## config.mk

```make
export PLATFORM = sky130hd
export DESIGN_NAME = logic_unit_seq_flat
export DESIGN_NICKNAME = d
export VERILOG_FILES = /design/src/rtl/logic_unit_seq_if.sv /design/src/rtl/logic_unit_seq.sv /design/src/flat_wrapper.sv
export SDC_FILE = /design/constraint.sdc
export NUM_CORES = 1
export LEC_CHECK = 0
export CAP_MARGIN = 20
export CORE_ASPECT_RATIO = 1.25
export CORE_UTILIZATION = 49
export CTS_CLUSTER_DIAMETER = 40
export DETAILED_ROUTE_END_ITERATION = 8
export PLACE_DENSITY = 0.75
export SETUP_SLACK_MARGIN = 0.02
export SLEW_MARGIN = 10
export SYNTH_ARGS = -nofsm -noshare
export SYNTH_HDL_FRONTEND = slang
export SYNTH_SLANG_ARGS = --single-unit
```

## constraint.sdc

```tcl
create_clock -name clk -period 5.9 [get_ports clk]
set_input_delay 1.18 -clock clk [delete_from_list [all_inputs] [get_ports clk]]
set_output_delay 1.18 -clock clk [all_outputs]
set_load 0.02 [all_outputs]
```

## src/rtl/logic_unit_seq_if.sv

```systemverilog
// logic_unit_seq_if: request/operand and result/status bundle for logic_unit_seq.
interface logic_unit_seq_if #(parameter int WIDTH = 32);
    logic             start;
    logic [1:0]       op;
    logic [WIDTH-1:0] a;
    logic [WIDTH-1:0] b;
    logic             busy;
    logic             done;
    logic [WIDTH-1:0] result;
    logic             zero;
    modport master(output start, op, a, b, input busy, done, result, zero);
    modport slave(input start, op, a, b, output busy, done, result, zero);
endinterface

```

## src/rtl/logic_unit_seq.sv

```systemverilog
// logic_unit_seq: multi-cycle AND/OR/XOR/NOR on WIDTH-bit operands, one LANE-bit slice per clock.
module logic_unit_seq #(
    parameter int WIDTH = 32,
    parameter int LANE  = 8
) (
    input logic              clk,
    input logic              rst_n,
    logic_unit_seq_if.slave  bus
);
    localparam int N  = WIDTH / LANE;
    localparam int CW = (N > 1) ? $clog2(N) : 1;
    typedef enum logic [1:0] {IDLE, RUN, DONE} state_t;
    state_t           state, state_nx;
    logic [CW-1:0]    cnt;
    logic [WIDTH-1:0] a_q, b_q, result;
    logic [1:0]       op_q;
    logic             zero, last;
    logic [LANE-1:0]  sa, sb, slice;
    int               base;
    assign last  = cnt == CW'(N - 1);
    assign base  = int'(cnt) * LANE;
    assign sa    = a_q[base +: LANE];
    assign sb    = b_q[base +: LANE];
    assign slice = op_q == 2'b00 ? sa & sb :
                   op_q == 2'b01 ? sa | sb :
                   op_q == 2'b10 ? sa ^ sb : ~(sa | sb);
    always_ff @(posedge clk)
        if (!rst_n) state <= IDLE;
        else        state <= state_nx;
    always_comb begin
        state_nx = state;
        case (state)
            IDLE:    state_nx = bus.start ? RUN : IDLE;
            RUN:     state_nx = last ? DONE : RUN;
            default: state_nx = IDLE;
        endcase
    end
    // Operands are captured once so input churn during RUN cannot corrupt later slices.
    always_ff @(posedge clk)
        if (!rst_n) begin
            cnt    <= '0;
            result <= '0;
            zero   <= 1'b1;
        end else if (state == IDLE && bus.start) begin
            a_q    <= bus.a;
            b_q    <= bus.b;
            op_q   <= bus.op;
            result <= '0;
            zero   <= 1'b1;
            cnt    <= '0;
        end else if (state == RUN) begin
            result[base +: LANE] <= slice;
            zero                 <= zero & ~|slice;
            cnt                  <= last ? cnt : cnt + CW'(1);
        end else if (state == DONE) begin
            cnt <= '0;
        end
    always_comb begin
        bus.busy   = state == RUN;
        bus.done   = state == DONE;
        bus.result = result;
        bus.zero   = zero;
    end
endmodule

```

## src/flat_wrapper.sv

```systemverilog
// flat-port wrapper written by rule: the top's interface ports become plain ports
module logic_unit_seq_flat 
#(
    parameter int WIDTH = 32,
    parameter int LANE  = 8
)
  (clk, rst_n, bus_start, bus_op, bus_a, bus_b, bus_busy, bus_done, bus_result, bus_zero);
  logic_unit_seq_if #(.WIDTH(WIDTH)) bus_i ();
  input logic clk;
  input logic rst_n;
  input wire logic [$bits(bus_i.start)-1:0] bus_start;
  input wire logic [$bits(bus_i.op)-1:0] bus_op;
  input wire logic [$bits(bus_i.a)-1:0] bus_a;
  input wire logic [$bits(bus_i.b)-1:0] bus_b;
  output wire logic [$bits(bus_i.busy)-1:0] bus_busy;
  output wire logic [$bits(bus_i.done)-1:0] bus_done;
  output wire logic [$bits(bus_i.result)-1:0] bus_result;
  output wire logic [$bits(bus_i.zero)-1:0] bus_zero;
  assign bus_i.start = bus_start;
  assign bus_i.op = bus_op;
  assign bus_i.a = bus_a;
  assign bus_i.b = bus_b;
  assign bus_busy = bus_i.busy;
  assign bus_done = bus_i.done;
  assign bus_result = bus_i.result;
  assign bus_zero = bus_i.zero;
  logic_unit_seq #(.WIDTH(WIDTH), .LANE(LANE)) u_core (.clk(clk), .rst_n(rst_n), .bus(bus_i));
endmodule
```

-- Word level (Yosys, flattened, before mapping)
Index checks and enable logic that the tools add are counted.
- shift operators: 4
- muxes and demuxes: 10
- $add $sub $neg: 2
- reduce and logical (&&, ||, !) cells: 9
- bitwise operators: 6
- equality and inequality tests: 6
- operators with widths (kind ; count):
    variable part select 32 x 6 -> 8 bit ; 2
    negator 5 -> 33 bit ; 1
    variable shift 8 x 33 -> 32 bit, first input constant ; 1
    variable part select 8 x 33 -> 32 bit ; 1
    bitwise mux 32 bit ; 1
    2-to-1 mux 8 bit ; 3
    AND 8 bit ; 1
    2-to-1 mux 2 bit ; 4
    inverter 8 bit ; 1
    bitwise OR 8 bit ; 1
    OR reduction 8 bit ; 1
    XOR 8 bit ; 1
    equality test 2 bit, second input constant ; 3
    equality test 2 x 1 -> 1 bit, second input constant ; 2
    logical NOT 2 bit ; 2
    one-hot mux 2 bit (2 select lines) ; 1
    AND reduction 2 bit ; 2
    adder 2 x 1 -> 2 bit, second input constant ; 1
    inequality test 2 bit, second input constant ; 1
    nonzero test 2 bit ; 1
    OR reduction 2 bit ; 1
    AND 1 bit ; 1
    logical AND 1 bit ; 1
    logical NOT 1 bit ; 1
    2 further kinds ; 2
- bits in registers: 103
- output and inout port bits: 35
- logic and storage cells: 44

-- Logic depth before layout (Yosys ltp)
- depth after elaboration: 9
- mapped depth: 10
- mapped depth without buffers: 8

-- Worst setup path before layout
No wires, ideal clock.
- kind: input to register
- start: in bus_start
- end: reg u_core.a_q[0], enable pin
- path buffers: 0
- required time: 5.410 ns
- path slack: 1.387 ns
- stages on the path: 2
- data arrival time: 4.023 ns
- setup time: 0.490 ns
- cells stage by stage: nand2b_1 > nor2_1
- cells in the longest elaborated chain, start to end: 2
- RTL lines (element ; line ; source):
    start, declared ; flat_wrapper.sv:11 ; input wire logic [$bits(bus_i.start)-1:0] bus_start;
    logical AND 1 bit ; logic_unit_seq.sv:44 ; end else if (state == IDLE && bus.start) begin
    AND reduction 2 bit (no source line) ; n/a ;
    end signal, assigned ; logic_unit_seq.sv:45 ; a_q <= bus.a;
    end, declared ; logic_unit_seq.sv:15 ; logic [WIDTH-1:0] a_q, b_q, result;
Every way passes these cells.
A chain may end at the register's enable or synchronous reset.

-- Worst setup path after layout
- start: reg u_core.cnt[0]
- end: reg u_core.zero, in the netlist u_core.bus.zero
- cells in the longest elaborated chain, start to end: 9
- RTL lines (element ; line ; source):
    start, declared ; logic_unit_seq.sv:14 ; logic [CW-1:0] cnt;
    start signal, assigned ; logic_unit_seq.sv:54 ; cnt <= last ? cnt : cnt + CW'(1);
    variable part select 32 x 6 -> 8 bit (on tied branches) ; logic_unit_seq.sv:22, logic_unit_seq.sv:23 ;
    bitwise OR 8 bit ; logic_unit_seq.sv:25, logic_unit_seq.sv:26 ;
    inverter 8 bit ; logic_unit_seq.sv:26 ; op_q == 2'b10 ? sa ^ sb : ~(sa | sb);
    2-to-1 mux 8 bit ; logic_unit_seq.sv:26 ;
    2-to-1 mux 8 bit ; logic_unit_seq.sv:25 ; op_q == 2'b01 ? sa | sb :
    2-to-1 mux 8 bit (*) ; logic_unit_seq.sv:24 ; assign slice = op_q == 2'b00 ? sa & sb :
    OR reduction 8 bit (*) ; logic_unit_seq.sv:53 ; zero <= zero & ~|slice;
    logical NOT 1 bit (*) ; logic_unit_seq.sv:53 ;
    AND 1 bit (*) ; logic_unit_seq.sv:53 ;
    end signal, assigned ; logic_unit_seq.sv:53 ;
    end, declared ; logic_unit_seq.sv:17 ; logic zero, last;
Mark *: on every way between the ends. The rest lies on a longest branch, timed or not.

==> summary.md <==
| Metric | Value |
|---|---|
| Layout Utilization | roughly 66% |
| Internal | about 1.1 mW |
| Worst Max-Slew Pin Slew | 0.941 ns |
| Maxcap violations | 0 |
| CP Max Fanout | 23 |
| Post-synthesis compound-gate area fraction | under 10% |
| Worst r2r path cells | 7 |
| Syn Area/Cell | between 15 and 20 um^2 |
| Buffer depth of the longest clock path | 2 |
| Final wirelength | 8220 um |
| Leading area contributor after synthesis | edfxtp_1 |
| RSZ-0062 raised after global routing | false |
| Site row count | 38 |
| Min-delay src | u_core.bus.zero |
| Ys Warns | 0 |
| Vias in the first global route | 2662 |
| Final slew viol count | 0 |
| Clock share of power | a little under a third |
| Combinational Power Share | ~11% |
| Synth Instances | about 290 |
| Placed insts | between 500 and 600 |
| Share of layout cells above drive strength 1 | 11.8% |
| Slowest library cell on the worst path | dfxtp_2 |
| Reg-to-Reg Start | u_core.cnt[0] |
| Most frequent cells in the layout | clkdlybuf4s50_1, edfxtp_1, nor2_1, dfxtp_1, a22oi_1 |
| Endpoints failing hold | 0 |
| P&R area growth vs syn | 31.4% |
| Die H | around 110 um |
| Worst R2R End | u_core.bus.zero |
| Peak supply drop | about 0.00014 V |
| Synthesized flop and latch total | just over 100 |
| Leak | about 2.0 nW |
| Synthesized Nets | around 390 |
| Post-synthesis mux area share | between 10% and 20% |
| Register area share after synthesis | approximately 63% |
| Tcrit/Tclk final | about 54% |
| Switching power of the nets | between 0.3 and 0.4 mW |
| Routability Congestion | between 0.7 and 0.8 |
| CP Launch Type | flip-flop |
| Area contributors post-synth | edfxtp_1, dfxtp_1, mux4_2 |
| CTS clk-pin slew, worst paths | 0.10 ns |
| Hold path endpoint | u_core.bus.zero |
| Clk_lat worst skew | around 0.36 ns |
| Reg-to-reg setup timing slack | between 2 and 3 ns |
| Diodes inserted | 0 |
| Cell count of the worst hold path | 1 |
| Xor/xnor share of the synthesized area | 0% |
| Clock Root Buffer | clkbuf_8 |
| Cell Chain, Critical Path | mux4_2 > inv_1 > ha_1 > mux4_2 > or4_1 > o21ai_1 > a21o_1 |
| Post-CTS Hold Fix Bufs | 0 |
| Tot Pwr | between 1 and 1.5 mW |
| Yosys cell types | 22 |
| Largest family of logic cells by synthesized area | multiplexers |
| Global route overflow | 0 |
| WL/cell | approximately 16 um |
| Largest net degree at the start of global routing | 38 |
| Reg power frac | between 50% and 60% |
| Post-DP HPWL | approximately 6000 um |
| Worst EP required | about 6.2 ns |
| Die area | roughly 0.009 mm^2 |
| Critical path class | flip-flop to flip-flop |
| Critical Path AT | 3.50 ns |
| Status | finished clean |
| Commonest non-fill, non-tap cell in the layout | clkdlybuf4s50_1 |
| Max incr delay on CP | ~0.83 ns |
| Vias | between 2000 and 3000 |
| TNS Setup | 0 ns |
| First-pass GRT wire length | 13000 um |
| Iteration-0 DRC Markers | roughly 180 |
| Initial Util | between 50% and 60% |
| Clk sink count | approximately 100 |
| Most Frequent Cell on Critical Path | mux4_2 |
| Post-CTS resize count | 0 |
| All-Layer GR Usage | between 10% and 20% |
| CTS tree | done |
| Crit path time final | between 3 and 4 ns |
| Port bufs | approximately 100 |
| # IOs | about 100 |
| Final setup vio count | 0 |
| Worst min path class | flip-flop to flip-flop |
| Adder-cell share of the synthesized area | about 8.6% |
| First-pass DRT Iterations | 7 |
| Initial antenna violation count | 0 |
| Skew final | ~0.008 ns |
| H-Tree Depth | 3 |
| Yosys top cell area share | 45.6% |
| Max Clk Rate | between 0.3 and 0.4 GHz |
| WHS | just over 0.5 ns |
| Cell Count, Final, Fillers Out | 517 |
| Power Density | 248 mW/mm^2 |
| Setup bufs post-CTS | 0 |
| Relative slew slack | between 30% and 40% |
| Critical path endpoint category | flip-flop |
| Synthesized area | approximately 0.0043 mm^2 |
| Net count, final | between 400 and 500 |
| Die X | ~86 um |
| Post-DRT Antenna Nets | 0 |
| CTS Buf Count | 9 |
| DRC viols | 0 |
| Vias per std cell | ~5.3 |
| Sw frac | between 20% and 30% |
| Simple-Gate Fraction of Synth Area | between 6 and 7% |
| Core outline area | 0.00865 mm^2 |
-- worst max-delay path, delay by kind of cell, from the launching register on --
kind	cells	cell delay [ns]
flip-flops	1	0.83
multiplexers	2	1.16
AND/OR/NAND/NOR	1	0.54
AO/OA/AOI/OAI	2	0.27
adder cells (fa/ha/maj)	1	0.23
buffers and inverters	1	0.10
-- state kept, by name, indices dropped and copies added (netlist names) --
| signal | flops |
|---|---|
| u_core.op_q | 2 |
| u_core.bus.result | 32 |
| u_core.a_q | 32 |
| u_core.cnt | 2 |
| u_core.bus.zero | 1 |
| u_core.state | 2 |
| u_core.b_q | 32 |
-- metal layers --
metal  wire (um)  share of wire (%)  track usage (%)  vias to the layer above
li1            -                  -                -                     1282
met1        3180                 39             22.1                     1339
met2        4500                 55             33.6                       98
met3         342                4.2             4.52                       15
met4         187                2.3             8.21                        0
met5           0                  0                0                        -
-- synth_stat cells --
cell type  number
nor4_2          1
mux4_1          2
a21o_1          1
nand2b_1        4
nor2b_1         2
a22oi_1        32
edfxtp_1       66
buf_6           1
nor2_1         38
ha_1           30
dfxtp_1        37
o21ai_1         2
nand2_1         4
clkbuf_1        5
mux4_2         22
nor4b_2         3
buf_2           4
or4_1           2
mux2i_1         1
and3_1          1
a21oi_1         2
inv_1          26
-- logic make-up after synthesis --
family | Yosys count
adder cells (fa/ha/maj) | 30
buffers and inverters | 36
multiplexers | 25
AND/OR/NAND/NOR | 55
flip-flops | 103
AO/OA/AOI/OAI | 37
-- power by group through the flow --
stage / registers, mW / logic (mW) / clock network (mW)
2_1_floorplan: 0.819 / 0.0840 / 0
3_3_place_gp: 0.823 / 0.153 / 0
3_5_place_dp: 0.824 / 0.158 / 0
4_1_cts: 0.808 / 0.159 / 0.459
5_1_grt: 0.810 / 0.171 / 0.489
6_report: 0.807 / 0.157 / 0.451
-- worst max path at each step --
stage / start / endpoint / slack [ns] / cells after the start
after floorplan: bus_start / u_core.a_q[0] / 1.39 / 2
after global placement: rst_n / u_core.a_q[12] / 2.59 / 4
after detailed placement: rst_n / u_core.a_q[12] / 2.49 / 4
after CTS: u_core.cnt[0] / u_core.bus.zero / 2.66 / 7
after global routing: u_core.cnt[0] / u_core.bus.zero / 2.55 / 7
final: u_core.cnt[0] / u_core.bus.zero / 2.71 / 7
-- through the flow --
stage	setup slack [ns]	cell area [um^2]
final	2.71	5710
after global routing	2.55	5710
after CTS	2.66	5710
after detailed placement	2.49	5500
after global placement	2.59	5500
after floorplan	1.39	4350
-- cell type report --
cell class	count	area [um^2]
Fill cell	654	2940
Clock inverter	6	68.8
Multi-Input combinational cell	147	1490
Timing Repair Buffer	105	1050
Sequential cell	103	2720
Tap cell	120	150
Clock buffer	10	138
Inverter	26	97.6
(Power assumes the default switching activity.)
